**config.mk**
```make
export PLATFORM = sky130hd
export DESIGN_NAME = traffic_intersection_ctrl
export DESIGN_NICKNAME = d
export VERILOG_FILES = /design/src/rtl/traffic_pkg.sv /design/src/rtl/interval_timer.sv /design/src/rtl/traffic_intersection_ctrl.sv
export SDC_FILE = /design/constraint.sdc
export NUM_CORES = 1
export LEC_CHECK = 0
export CORE_MARGIN = 10
export CORE_UTILIZATION = 46
export DETAILED_ROUTE_END_ITERATION = 8
export PLACE_DENSITY = 0.94
export SLEW_MARGIN = 20
export SYNTH_ARGS = -nofsm -noshare
export SYNTH_HDL_FRONTEND = slang
export SYNTH_SLANG_ARGS = --single-unit
```
**constraint.sdc**
```tcl
create_clock -name clk -period 7.7 [get_ports clk]
set_input_delay 1.155 -clock clk [delete_from_list [all_inputs] [get_ports clk]]
set_output_delay 1.155 -clock clk [all_outputs]
set_load 0.01 [all_outputs]
```
**src/rtl/traffic_pkg.sv**
```systemverilog
// Shared types for the intersection controller: interval state encoding and
// the phase-index width helper used to size ports.
package traffic_pkg;

  localparam int STATE_W = 2;

  typedef enum logic [STATE_W-1:0] {
    ST_ALLRED = 2'd0,
    ST_GREEN  = 2'd1,
    ST_YELLOW = 2'd2,
    ST_FLASH  = 2'd3
  } state_e;

  function automatic int phase_width(input int n);
    return (n > 1) ? $clog2(n) : 1;
  endfunction

endpackage

```
**src/rtl/interval_timer.sv**
```systemverilog
// Interval counter: restarts at q=0, latches its duration on the first cycle of
// each interval, can be frozen, and flags the last cycle of the interval.
module interval_timer #(
  parameter int CNT_W = 32
) (
  input  logic             clk,
  input  logic             rst_n,
  input  logic             restart_i,
  input  logic             hold_i,
  input  logic [CNT_W-1:0] dur_i,
  output logic [CNT_W-1:0] q_o,
  output logic             done_o
);

  logic [CNT_W-1:0] cnt_q, cnt_d;
  logic [CNT_W-1:0] dur_q, dur_d;
  logic             start_q, start_d;

  // dur_i is only looked at on the first cycle of an interval; later changes are ignored.
  always_comb begin
    // NOTE: every combinational output gets a default first so no latch is inferred.
    dur_d   = start_q ? dur_i : dur_q;
    cnt_d   = cnt_q;
    start_d = 1'b0;
    if (dur_d == '0) dur_d = CNT_W'(1);
    done_o = (cnt_q == dur_d - CNT_W'(1));
    if (restart_i) begin
      cnt_d   = '0;
      start_d = 1'b1;
    end else if (!hold_i) begin
      cnt_d = cnt_q + CNT_W'(1);
    end
  end

  always_ff @(posedge clk or negedge rst_n) begin
    // NOTE: sequential state is updated with non-blocking assignments only.
    if (!rst_n) begin
      cnt_q   <= '0;
      dur_q   <= CNT_W'(1);
      start_q <= 1'b1;
    end else begin
      cnt_q   <= cnt_d;
      dur_q   <= dur_d;
      start_q <= start_d;
    end
  end

  assign q_o = cnt_q;

endmodule

```
**src/rtl/traffic_intersection_ctrl.sv**
```systemverilog
// N-approach round-robin intersection controller with emergency preempt and
// flashing-yellow fault mode; lamps decode purely from registered state.
module traffic_intersection_ctrl
  import traffic_pkg::*;
#(
  parameter  int NUM_APPROACHES = 4,
  parameter  int CNT_W          = 32,
  parameter  int FLASH_HALF     = 8,
  localparam int PHASE_W        = phase_width(NUM_APPROACHES)
) (
  input  logic                        clk,
  input  logic                        reset,
  input  logic [NUM_APPROACHES*CNT_W-1:0] green_time,
  input  logic [CNT_W-1:0]            yellow_time,
  input  logic [CNT_W-1:0]            allred_time,
  input  logic                        preempt,
  input  logic [PHASE_W-1:0]          preempt_dir,
  input  logic                        flash,
  output logic [CNT_W-1:0]            q,
  output logic [PHASE_W-1:0]          phase,
  output logic [STATE_W-1:0]          state,
  output logic [NUM_APPROACHES-1:0]   green,
  output logic [NUM_APPROACHES-1:0]   yellow,
  output logic [NUM_APPROACHES-1:0]   red
);

  state_e             state_q, state_d;
  logic [PHASE_W-1:0] phase_q, phase_d, phase_next;
  logic               blink_q, blink_d;
  logic               restart, hold, tmr_done, pre_valid;
  logic [CNT_W-1:0]   dur_sel;

  assign pre_valid  = preempt && ({1'b0, preempt_dir} < (PHASE_W+1)'(NUM_APPROACHES));
  assign phase_next = (phase_q == PHASE_W'(NUM_APPROACHES - 1)) ? '0 : phase_q + PHASE_W'(1);

  always_comb begin
    dur_sel = allred_time;
    case (state_q)
      ST_GREEN:  dur_sel = green_time[int'(phase_q)*CNT_W +: CNT_W];
      ST_YELLOW: dur_sel = yellow_time;
      ST_FLASH:  dur_sel = CNT_W'(FLASH_HALF);
      default:   dur_sel = allred_time;
    endcase
  end

  interval_timer #(.CNT_W(CNT_W)) u_timer (
    .clk       (clk),
    .rst_n     (reset),
    .restart_i (restart),
    .hold_i    (hold),
    .dur_i     (dur_sel),
    .q_o       (q),
    .done_o    (tmr_done)
  );

  always_ff @(posedge clk or negedge reset) begin
    if (!reset) begin
      state_q <= ST_ALLRED;
      phase_q <= '0;
      blink_q <= 1'b0;
    end else begin
      state_q <= state_d;
      phase_q <= phase_d;
      blink_q <= blink_d;
    end
  end

  // Flash overrides everything; preempt only steers the normal sequence.
  always_comb begin
    state_d = state_q;
    phase_d = phase_q;
    blink_d = blink_q;
    restart = 1'b0;
    hold    = 1'b0;
    if (flash) begin
      if (state_q != ST_FLASH) begin
        state_d = ST_FLASH;
        blink_d = 1'b1;
        restart = 1'b1;
      end else if (tmr_done) begin
        blink_d = ~blink_q;
        restart = 1'b1;
      end
    end else begin
      case (state_q)
        ST_FLASH: begin
          state_d = ST_ALLRED;
          phase_d = '0;
          restart = 1'b1;
        end
        ST_ALLRED: if (tmr_done) begin
          state_d = ST_GREEN;
          restart = 1'b1;
          if (pre_valid) phase_d = preempt_dir;
        end
        ST_GREEN: begin
          if (pre_valid && preempt_dir == phase_q) begin
            hold = 1'b1;
          end else if (pre_valid || tmr_done) begin
            state_d = ST_YELLOW;
            restart = 1'b1;
          end
        end
        ST_YELLOW: if (tmr_done) begin
          state_d = ST_ALLRED;
          phase_d = phase_next;
          restart = 1'b1;
        end
        default: state_d = ST_ALLRED;
      endcase
    end
  end

  always_comb begin
    green  = '0;
    yellow = '0;
    red    = '0;
    case (state_q)
      ST_GREEN: begin
        red            = '1;
        red[phase_q]   = 1'b0;
        green[phase_q] = 1'b1;
      end
      ST_YELLOW: begin
        red             = '1;
        red[phase_q]    = 1'b0;
        yellow[phase_q] = 1'b1;
      end
      ST_FLASH: yellow = {NUM_APPROACHES{blink_q}};
      default:  red = '1;
    endcase
  end

  assign phase = phase_q;
  assign state = state_q;

endmodule

```
==> run_results.csv, run 1 <==
group,metric,value,unit
run_status,status,"complete, no violations",
synthesis,synth-seq-cells,70,
clock_tree,clk_path_buf_depth,2,
sta,fin_tns_setup,0,ps
sta,finalHoldViolCount,0,
worst_setup_path,crit_required,7920,ps
synthesis,synth.most_common_cell,"nor2_1",
sta,slew_headroom,0.3035,
clock_tree,cts_resized,0,
global_routing,antenna_found_initial,3,
power,p_per_area,361.9,nW/µm²
sta,fmax,152.8,MHz
sta,setup_violations,0,
sta,period_needed,6544,ps
worst_setup_path,cp_cell_sequence,"inv_1, ha_1, or2b_2, o221ai_1, o221ai_1, o2111ai_1, nor4_1, a41oi_1, ha_1, o2111ai_4, nor4_4, and2_1, o22ai_1, or4_1, or4_4, nor4_4, o211ai_2, mux2i_1",
min_path,min_path_cells,1,
global_routing,track_usage,0.2608,
synthesis,synth_commonest_cells,"nor2_1 (79), nand2_1 (77), dfrtp_1 (68)",
worst_setup_path,reg2regPathDepth,18,
worst_setup_path,crit_buf_inv,1,
clock_tree,insertion_delay,340,ps
global_routing,grt_pass1_vias,7362,
worst_setup_path,slowest_delay,560,ps
synthesis,synth.distinct_cells,84,
route,drc,0,
worst_setup_path,worstPathMaxFanout,26,
clock_tree,postCtsHoldBufs,0,
clock_tree,post_cts_buffers,0,
synthesis,synthTopCellsByArea,"dfrtp_1 (26%), mux2i_1 (8.5%), xor2_1 (4.6%)",
finish,drive_gt1_frac,0.06836,
place,pre_cts_ws,1126,ps
route,vias,7335,
min_path,hold_class,"reg2reg",
place,io_buffers,245,
global_routing,grt_pass1_wl,41.14,mm
sta,rsz0062_at_grt,"no",
synthesis,yosysSeqAreaShare,0.2659,
floorplan,dieHeight,139.8,µm
sta,finalMaxSlewViolations,0,
worst_setup_path,cp.arrival,6760,ps
worst_setup_path,path_delay_family,"simple AND/OR/NAND/NOR gates",
global_routing,overflow,0,
synthesis,synth_top_area_frac,0.2580,
synthesis,yosys_warnings,0,
floorplan,dieArea,19530,µm²
sta,period_share,0.8498,
route,routed_wl,26.72,mm
floorplan,start_util,0.4716,
synthesis,yosysTopAreaCell,"dfrtp_1",
sta,worst_clock_skew,6.624,ps
clock_tree,clock_sinks,70,
place,place.gp.congestion,0.9675,
synthesis,synth-edff-count,0,
finish,areaGrowthSynthToFinish,42.37,%
route,wl_per_cell,22.14,µm
synthesis,netlist_area,6596,µm²
power,ir_drop,0.1460,mV
floorplan,rows,43,
synthesis,syn-num-nets,1005,
synthesis,syn_inst,795,
route,drt_first_pass_iters,5,
run,drv_cap,0,
floorplan,top_level_ports,246,
clock_tree,numCtsBuffers,9,
worst_setup_path,crit_type,"reg2reg",
floorplan,fp.dieW,139.8,µm
route,drt-initial-drc-count,635,
sta,tightest_slew,1037,ps
sta,worst_slack,1156,ps
synthesis,synthFlopType,"dfrtp_1",
clock_tree,root_buffer,"clkbuf_16",
worst_setup_path,cp_slowest_cell,"or2b_2",
clock_tree,htree_levels,3,
worst_setup_path,start_kind,"flop",
synthesis,avgSynthCellArea,8.297,µm²
synthesis,async_flop_share,1.000,
floorplan,coreArea,13990,µm²
route,vias_per_cell,6.077,
route,drtAntennaViolNets,0,
power,p_leak,3.890,nW
clock_tree,cts_tree,"yes",
place,hpwl,21.50,mm
worst_setup_path,cp-end-kind,"flop",
global_routing,grt_max_degree,71,
finish,nNetsFinal,1229,
worst_setup_path,critical_path_cell_count,18,
clock_tree,clk_pin_slew,50,ps
## placed cells by master (no fill, tap or decap), types with 9 or more instances in the layout
| master | instances |
|---|---|
| clkdlybuf4s50_1 | 244 |
| nor2_1 | 79 |
| nand2_1 | 77 |
| dfrtp_1 | 67 |
| mux2i_1 | 56 |
| inv_1 | 35 |
| xor2_1 | 35 |
| o21ai_0 | 31 |
| xnor2_1 | 31 |
| a21oi_1 | 26 |
| nand3_1 | 23 |
| nor3_1 | 19 |
| and2_1 | 14 |
| nand4_1 | 14 |
| o22ai_1 | 13 |
| o21ai_1 | 12 |
| ha_1 | 12 |
| a31oi_1 | 11 |
| buf_4 | 11 |
| o221ai_1 | 10 |
| o211ai_1 | 10 |
| nand2b_1 | 9 |
| mux2_2 | 9 |
| o22a_1 | 9 |
| and3_1 | 9 |
| clkbuf_16 | 9 |
## flip-flops by register name (all words and copies together), names as in the netlist
| register | count |
|---|---|
| blink_q | 1 |
| phase | 2 |
| state | 2 |
| u_timer.dur_q | 32 |
| u_timer.q_o | 32 |
| u_timer.start_q | 1 |
## through the flow
stage | std cells | cell area (µm²) | power [W] | hold WS [ps] | utilization
after global placement | 1188 | 9105 | 0.002865 | 513.4 | 0.6509
after floorplan | 795 | 6596 | 0.002231 | 484.9 | -
after global routing | 1207 | 9392 | 0.003618 | 548.1 | 0.6714
final | 1207 | 9392 | 0.003399 | 549.8 | 0.6714
after CTS | 1204 | 9384 | 0.003339 | 532.1 | 0.6708
after detailed placement | 1188 | 9105 | 0.002935 | 519.8 | 0.6509
## where the power goes
group | total [W] | switching [W] | internal, W | leakage (nW)
combinational | 0.00239 | 0.00142 | 0.000964 | 2.86
sequential | 0.000623 | 0.000143 | 0.000480 | 0.891
clock | 0.000388 | 0.000153 | 0.000235 | 0.140
## path summary, 6_finish.rpt
kind                                            from                     endpoint  slack, ps
worst max-delay path            state[1]$_DFFE_PN0P_         state[1]$_DFFE_PN0P_       1160
worst min-delay path             blink_q$_DFFE_PN0P_          blink_q$_DFFE_PN0P_        550
worst max register to register  state[1]$_DFFE_PN0P_         state[1]$_DFFE_PN0P_       1160
worst min register to register   blink_q$_DFFE_PN0P_          blink_q$_DFFE_PN0P_        550
max in group asynchronous                      reset         phase[1]$_DFFE_PN0P_       6030
min in group asynchronous                      reset  u_timer.q_o[28]$_DFFE_PN0P_       1020
## layout make-up
type                    count  area, µm²
fillers                  1098       4597
multi-input cells         645       4453
repair buffers            256       2530
flip-flops and latches     70       1758
clock buffers              13      260.3
well taps                 180      225.2
inverters                  37      138.9
clock inverters             3      18.77
diodes                      3      7.507
## cell families (layout without fill, tap and decap cells)
family,count (synthesis),count (layout),share of synthesized area
AOI/OAI and AO/OA,194,194,0.2159
buffers and inverters,80,309,0.05994
and+or+nand+nor,301,301,0.2322
adders and majority gates,12,12,0.02276
other,0,3,0
muxes,72,72,0.1157
DFF,70,70,0.2659
xor gates and xnor gates,66,66,0.08763
## per-layer routing
layer	track usage	routed length, µm	vias up
li1	-	-	3364
met1	0.3177	10520	3435
met2	0.4274	12470	464
met3	0.05852	2580	72
met4	0.1201	1147	0
met5	0	0	-
No activity file was read; power rests on OpenSTA's default activity.
==> inputs of run 2 (changes only) <==
==> constraint.sdc (replaced) <==
create_clock -name clk -period 6.2 [get_ports clk]
set_input_delay 0.93 -clock clk [delete_from_list [all_inputs] [get_ports clk]]
set_output_delay 0.93 -clock clk [all_outputs]
set_load 0.01 [all_outputs]
==> run_results.csv, run 2 (synthesis results as in run 1) <==
group,metric,value,unit
global_routing,grt_pass1_wl,41.46,mm
worst_setup_path,crit_type,"reg2reg",
sta,rsz0062_at_grt,"no",
place,io_buffers,245,
route,routed_wl,27.17,mm
route,drt_first_pass_iters,5,
floorplan,rows,43,
global_routing,antenna_found_initial,2,
finish,areaGrowthSynthToFinish,44.94,%
place,place.gp.congestion,1.008,
finish,fin_util,0.6835,
clock_tree,insertion_delay,330,ps
run_status,status,"complete, no violations",
worst_setup_path,cp-end-kind,"flop",
finish,final_cells,1224,
global_routing,grt_max_degree,71,
place,placed_cell_area,9265,µm²
worst_setup_path,crit_required,6410,ps
worst_setup_path,start_kind,"flop",
sta,slew_headroom,0.4138,
finish,fillers,1094,
worst_setup_path,slowest_delay,530,ps
finish,drive_gt1_frac,0.08637,
clock_tree,numCtsBuffers,9,
sta,worst_slack,368.5,ps
worst_setup_path,cp_slowest_cell,"or2b_2",
power,p_leak,3.986,nW
route,drc,0,
global_routing,grt_pass1_vias,7309,
floorplan,dieArea,19530,µm²
floorplan,start_util,0.4716,
floorplan,top_level_ports,246,
sta,period_needed,5832,ps
clock_tree,htree_levels,3,
sta,period_share,0.9406,
place,place_inst,1206,
finish,final_cell_mix,"clkdlybuf4s50_1 (244), nor2_1 (79), nand2_1 (77)",
finish,design_area,9560,µm²
sta,fin_tns_setup,0,ps
route,drt-initial-drc-count,688,
clock_tree,clk_path_buf_depth,2,
sta,worst_clock_skew,3.455,ps
power,p_per_area,456.4,nW/µm²
finish,layout.cells.most_common,"clkdlybuf4s50_1",
sta,finalMaxSlewViolations,0,
sta,finalHoldViolCount,0,
worst_setup_path,worstPathMaxFanout,20,
clock_tree,root_buffer,"clkbuf_16",
route,vias,7416,
place,pre_cts_ws,299.8,ps
clock_tree,clk_pin_slew,60,ps
clock_tree,cts_tree,"yes",
global_routing,overflow,0,
route,drtAntennaViolNets,0,
floorplan,dieHeight,139.8,µm
run,drv_cap,0,
sta,tightest_slew,879.4,ps
sta,fmax,171.5,MHz
min_path,hold_class,"reg2reg",
floorplan,coreArea,13990,µm²
clock_tree,clock_sinks,70,
place,hpwl,21.77,mm
finish,nNetsFinal,1247,
global_routing,track_usage,0.2611,
sta,setup_violations,0,
power,ir_drop,0.1788,mV
route,wl_per_cell,22.20,µm
worst_setup_path,cp.arrival,6040,ps
clock_tree,post_cts_buffers,0,
route,vias_per_cell,6.059,
floorplan,fp.dieW,139.8,µm
worst_setup_path,cp_cell_sequence,"inv_1, ha_1, or2b_2, o221ai_1, o221ai_1, o2111ai_1, nor4_1, a41oi_1, ha_1, o2111ai_4, nor4_4, and2_1, o22ai_1, or4_1, or4_4, nor4_4, o211ai_2, mux2i_1",
-- run 2: stage by stage --
| step | power (W) | hold WS, ps |
|---|---|---|
| floorplan | 0.002770 | 484.9 |
| global placement | 0.003689 | 498.6 |
| detailed placement | 0.003759 | 536.8 |
| CTS | 0.004278 | 549.1 |
| global route | 0.004611 | 595.8 |
| finish | 0.004363 | 573.2 |
-- run 2: cell type report --
class,count,area (µm²),area share
clock buffer,13,270.3,0.02827
multi-input combinational,645,4456,0.4660
timing repair buffer,274,2690,0.2814
antenna,2,5.005,0.0005235
tap,180,225.2,0.02356
sequential,70,1758,0.1839
inverter,37,138.9,0.01453
clock inverter,3,17.52,0.001832
-- run 2: final timing paths --
path / cells after the start / from / slack, ps / end
min: 1 / blink_q$_DFFE_PN0P_ / 570 / blink_q$_DFFE_PN0P_
min in group asynchronous: 2 / reset / 800 / u_timer.q_o[31]$_DFFE_PN0P_
max in group asynchronous: 2 / reset / 4740 / phase[1]$_DFFE_PN0P_
max: 18 / state[1]$_DFFE_PN0P_ / 370 / state[0]$_DFFE_PN0P_
min reg2reg: 1 / blink_q$_DFFE_PN0P_ / 570 / blink_q$_DFFE_PN0P_
max reg2reg: 18 / state[1]$_DFFE_PN0P_ / 370 / state[0]$_DFFE_PN0P_
-- run 2: worst max-delay path: cells and delay by family, from the launching register on --
family / cells / cell delay, ps
AND/OR/NAND/NOR: 7 / 2640
AO/OA/AOI/OAI: 7 / 1710
adder cells (fa/ha/maj): 2 / 560
flip-flops: 1 / 450
buffers and inverters: 1 / 170
multiplexers: 1 / 160
-- run 2: metal layers --
layer,global-route usage,wire [µm]
met1,0.3268,11040
met2,0.4296,12890
met3,0.05682,2517
met5,0,0
met4,0.09565,731
-- run 2: repair_timing --
item	CTS	global route
resized for setup	0	1
hold buffers	0	0
endpoints found under the setup margin	0	2
-- run 2: report_power, final --
group / internal, W / switching (W)
Combinational: 0.00129 / 0.00182
Clock: 0.000302 / 0.000186
Sequential: 0.000597 / 0.000166
Total: 0.00219 / 0.00218
==> inputs of run 3 (changes only) <==
--- a/config.mk
+++ b/config.mk
@@ -5,10 +5,13 @@
 export SDC_FILE = /design/constraint.sdc
 export NUM_CORES = 1
 export LEC_CHECK = 0
+export CORE_ASPECT_RATIO = 0.8
 export CORE_MARGIN = 10
 export CORE_UTILIZATION = 46
 export DETAILED_ROUTE_END_ITERATION = 8
+export MAX_ROUTING_LAYER = met4
 export PLACE_DENSITY = 0.94
+export REMOVE_ABC_BUFFERS = 1
 export SLEW_MARGIN = 20
 export SYNTH_ARGS = -nofsm -noshare
 export SYNTH_HDL_FRONTEND = slang
==> run_results.csv, run 3 (synthesis results as in run 1) <==
group,metric,value,unit
route,drc,0,
sta,tightest_slew,1076,ps
global_routing,track_usage,0.2654,
floorplan,dieHeight,127.1,µm
sta,hold_ws,533.8,ps
worst_setup_path,crit_required,6430,ps
place,io_buffers,245,
sta,period_needed,5817,ps
clock_tree,clk_path_buf_depth,2,
worst_setup_path,cp.arrival,6050,ps
sta,worst_clock_skew,7.684,ps
floorplan,rows,39,
sta,fin_tns_setup,0,ps
clock_tree,clock_sinks,70,
worst_setup_path,cp-end-kind,"flop",
sta,finalMaxSlewViolations,0,
clock_tree,postCtsHoldBufs,0,
finish,layout.cells.most_common,"clkdlybuf4s50_1",
route,drt-initial-drc-count,723,
route,wl_per_cell,21.60,µm
route,vias,7410,
finish,regArea,1758,µm²
min_path,hold_class,"reg2reg",
worst_setup_path,crit_type,"reg2reg",
place,place_inst,1207,
clock_tree,root_buffer,"clkbuf_16",
place,hpwl,21.34,mm
worst_setup_path,start_kind,"flop",
floorplan,start_util,0.4661,
finish,nNetsFinal,1245,
place,placed_cell_area,9238,µm²
route,vias_per_cell,6.049,
sta,fmax,171.9,MHz
clock_tree,numCtsBuffers,9,
finish,fin_util,0.6731,
finish,fillers,1152,
route,routed_wl,26.46,mm
clock_tree,cts_tree,"yes",
power,ir_drop,0.2613,mV
floorplan,top_level_ports,246,
global_routing,grt_max_degree,71,
sta,finalHoldViolCount,0,
clock_tree,insertion_delay,340,ps
finish,final_cell_mix,"clkdlybuf4s50_1 (244), nor2_1 (79), nand2_1 (77)",
route,drt_first_pass_iters,5,
sta,rsz0062_at_grt,"no",
global_routing,overflow,0,
run,drv_cap,0,
clock_tree,clk_pin_slew,50,ps
route,drtAntennaViolNets,0,
sta,period_share,0.9382,
sta,setup_violations,0,
run_status,status,"complete, no violations",
power,p_per_area,455.3,nW/µm²
global_routing,antenna_found_initial,1,
power,p_leak,3.965,nW
finish,drive_gt1_frac,0.08462,
place,place.gp.congestion,1.037,
clock_tree,htree_levels,3,
finish,design_area,9525,µm²
floorplan,fp.dieW,153.9,µm
worst_setup_path,worstPathMaxFanout,28,
finish,multiInputGateArea,4456,µm²
finish,areaGrowthSynthToFinish,44.40,%
floorplan,coreArea,14150,µm²
floorplan,dieArea,19560,µm²
global_routing,grt_pass1_vias,7275,
global_routing,grt_pass1_wl,40.88,mm
finish,final_cells,1225,
sta,slew_headroom,0.2773,
[run 3: cell types whose count changed in the layout (fill, tap and decap cells not counted)]
cell      change
diode_2       -1
buf_4         -1
buf_12        -1
clkinv_4      +2
clkbuf_8      -2
o311ai_1      +1
o311ai_0      -1
[run 3: final timing paths]
check	startpoint	endpoint	slack (ps)	cells after the start
max	state[0]$_DFFE_PN0P_	blink_q$_DFFE_PN0P_	380	19
min	blink_q$_DFFE_PN0P_	blink_q$_DFFE_PN0P_	530	1
max reg2reg	state[0]$_DFFE_PN0P_	blink_q$_DFFE_PN0P_	380	19
min reg2reg	blink_q$_DFFE_PN0P_	blink_q$_DFFE_PN0P_	530	1
max in group asynchronous	reset	phase[1]$_DFFE_PN0P_	4720	2
min in group asynchronous	reset	u_timer.q_o[27]$_DFFE_PN0P_	780	2
[run 3: worst max-delay path, cell delays in order, from the launching register on]
cell and delay [ps]:
dfrtp_1 450, inv_1 150, ha_2 640, buf_4 310
a21oi_1 80, a31oi_1 430, nor4_1 190, and2_1 220
a41oi_1 280, ha_1 270, o2111ai_4 180, nor4_4 400
and2_1 240, o22ai_1 100, or4_1 530, or4_4 500
nor4_4 290, buf_4 210, nand4_1 100, o21a_1 120
[run 3: layout make-up]
class                           count  area share
Clock buffer                       11     0.02548
Tap cell                          184     0.02417
Multi-Input combinational cell    645      0.4678
Timing Repair Buffer              272      0.2795
Inverter                           37     0.01458
Sequential cell                    70      0.1846
Clock inverter                      5    0.003678
Antenna cell                        1   0.0002627
[run 3: where the power goes]
| part | switching (W) | internal, W |
|---|---|---|
| Clock | 0.000195 | 0.000281 |
| Sequential | 0.000182 | 0.000597 |
| Combinational | 0.00181 | 0.00127 |
[run 3: metal layers]
layer | global-route usage | part of all wire | vias up
met5 | - | 0 | -
met4 | 0.06489 | 0.021 | 0
met3 | 0.05600 | 0.083 | 51
met2 | 0.4098 | 0.46 | 380
met1 | 0.3493 | 0.44 | 3585
li1 | - | - | 3394
[run 3: timing repair]
item / in CTS / in global routing
setup endpoints to repair: 0 / 4
setup buffers: 0 / 1
gates resized for setup: 0 / 1
[run 3: per-stage QoR]
stage	setup WS (ps)	total power (W)
CTS	262.7	0.004266
finish	383.4	0.004337
floorplan	-430.9	0.002685
global route	75.38	0.004617
global placement	361.3	0.003723
detailed placement	146.6	0.003771
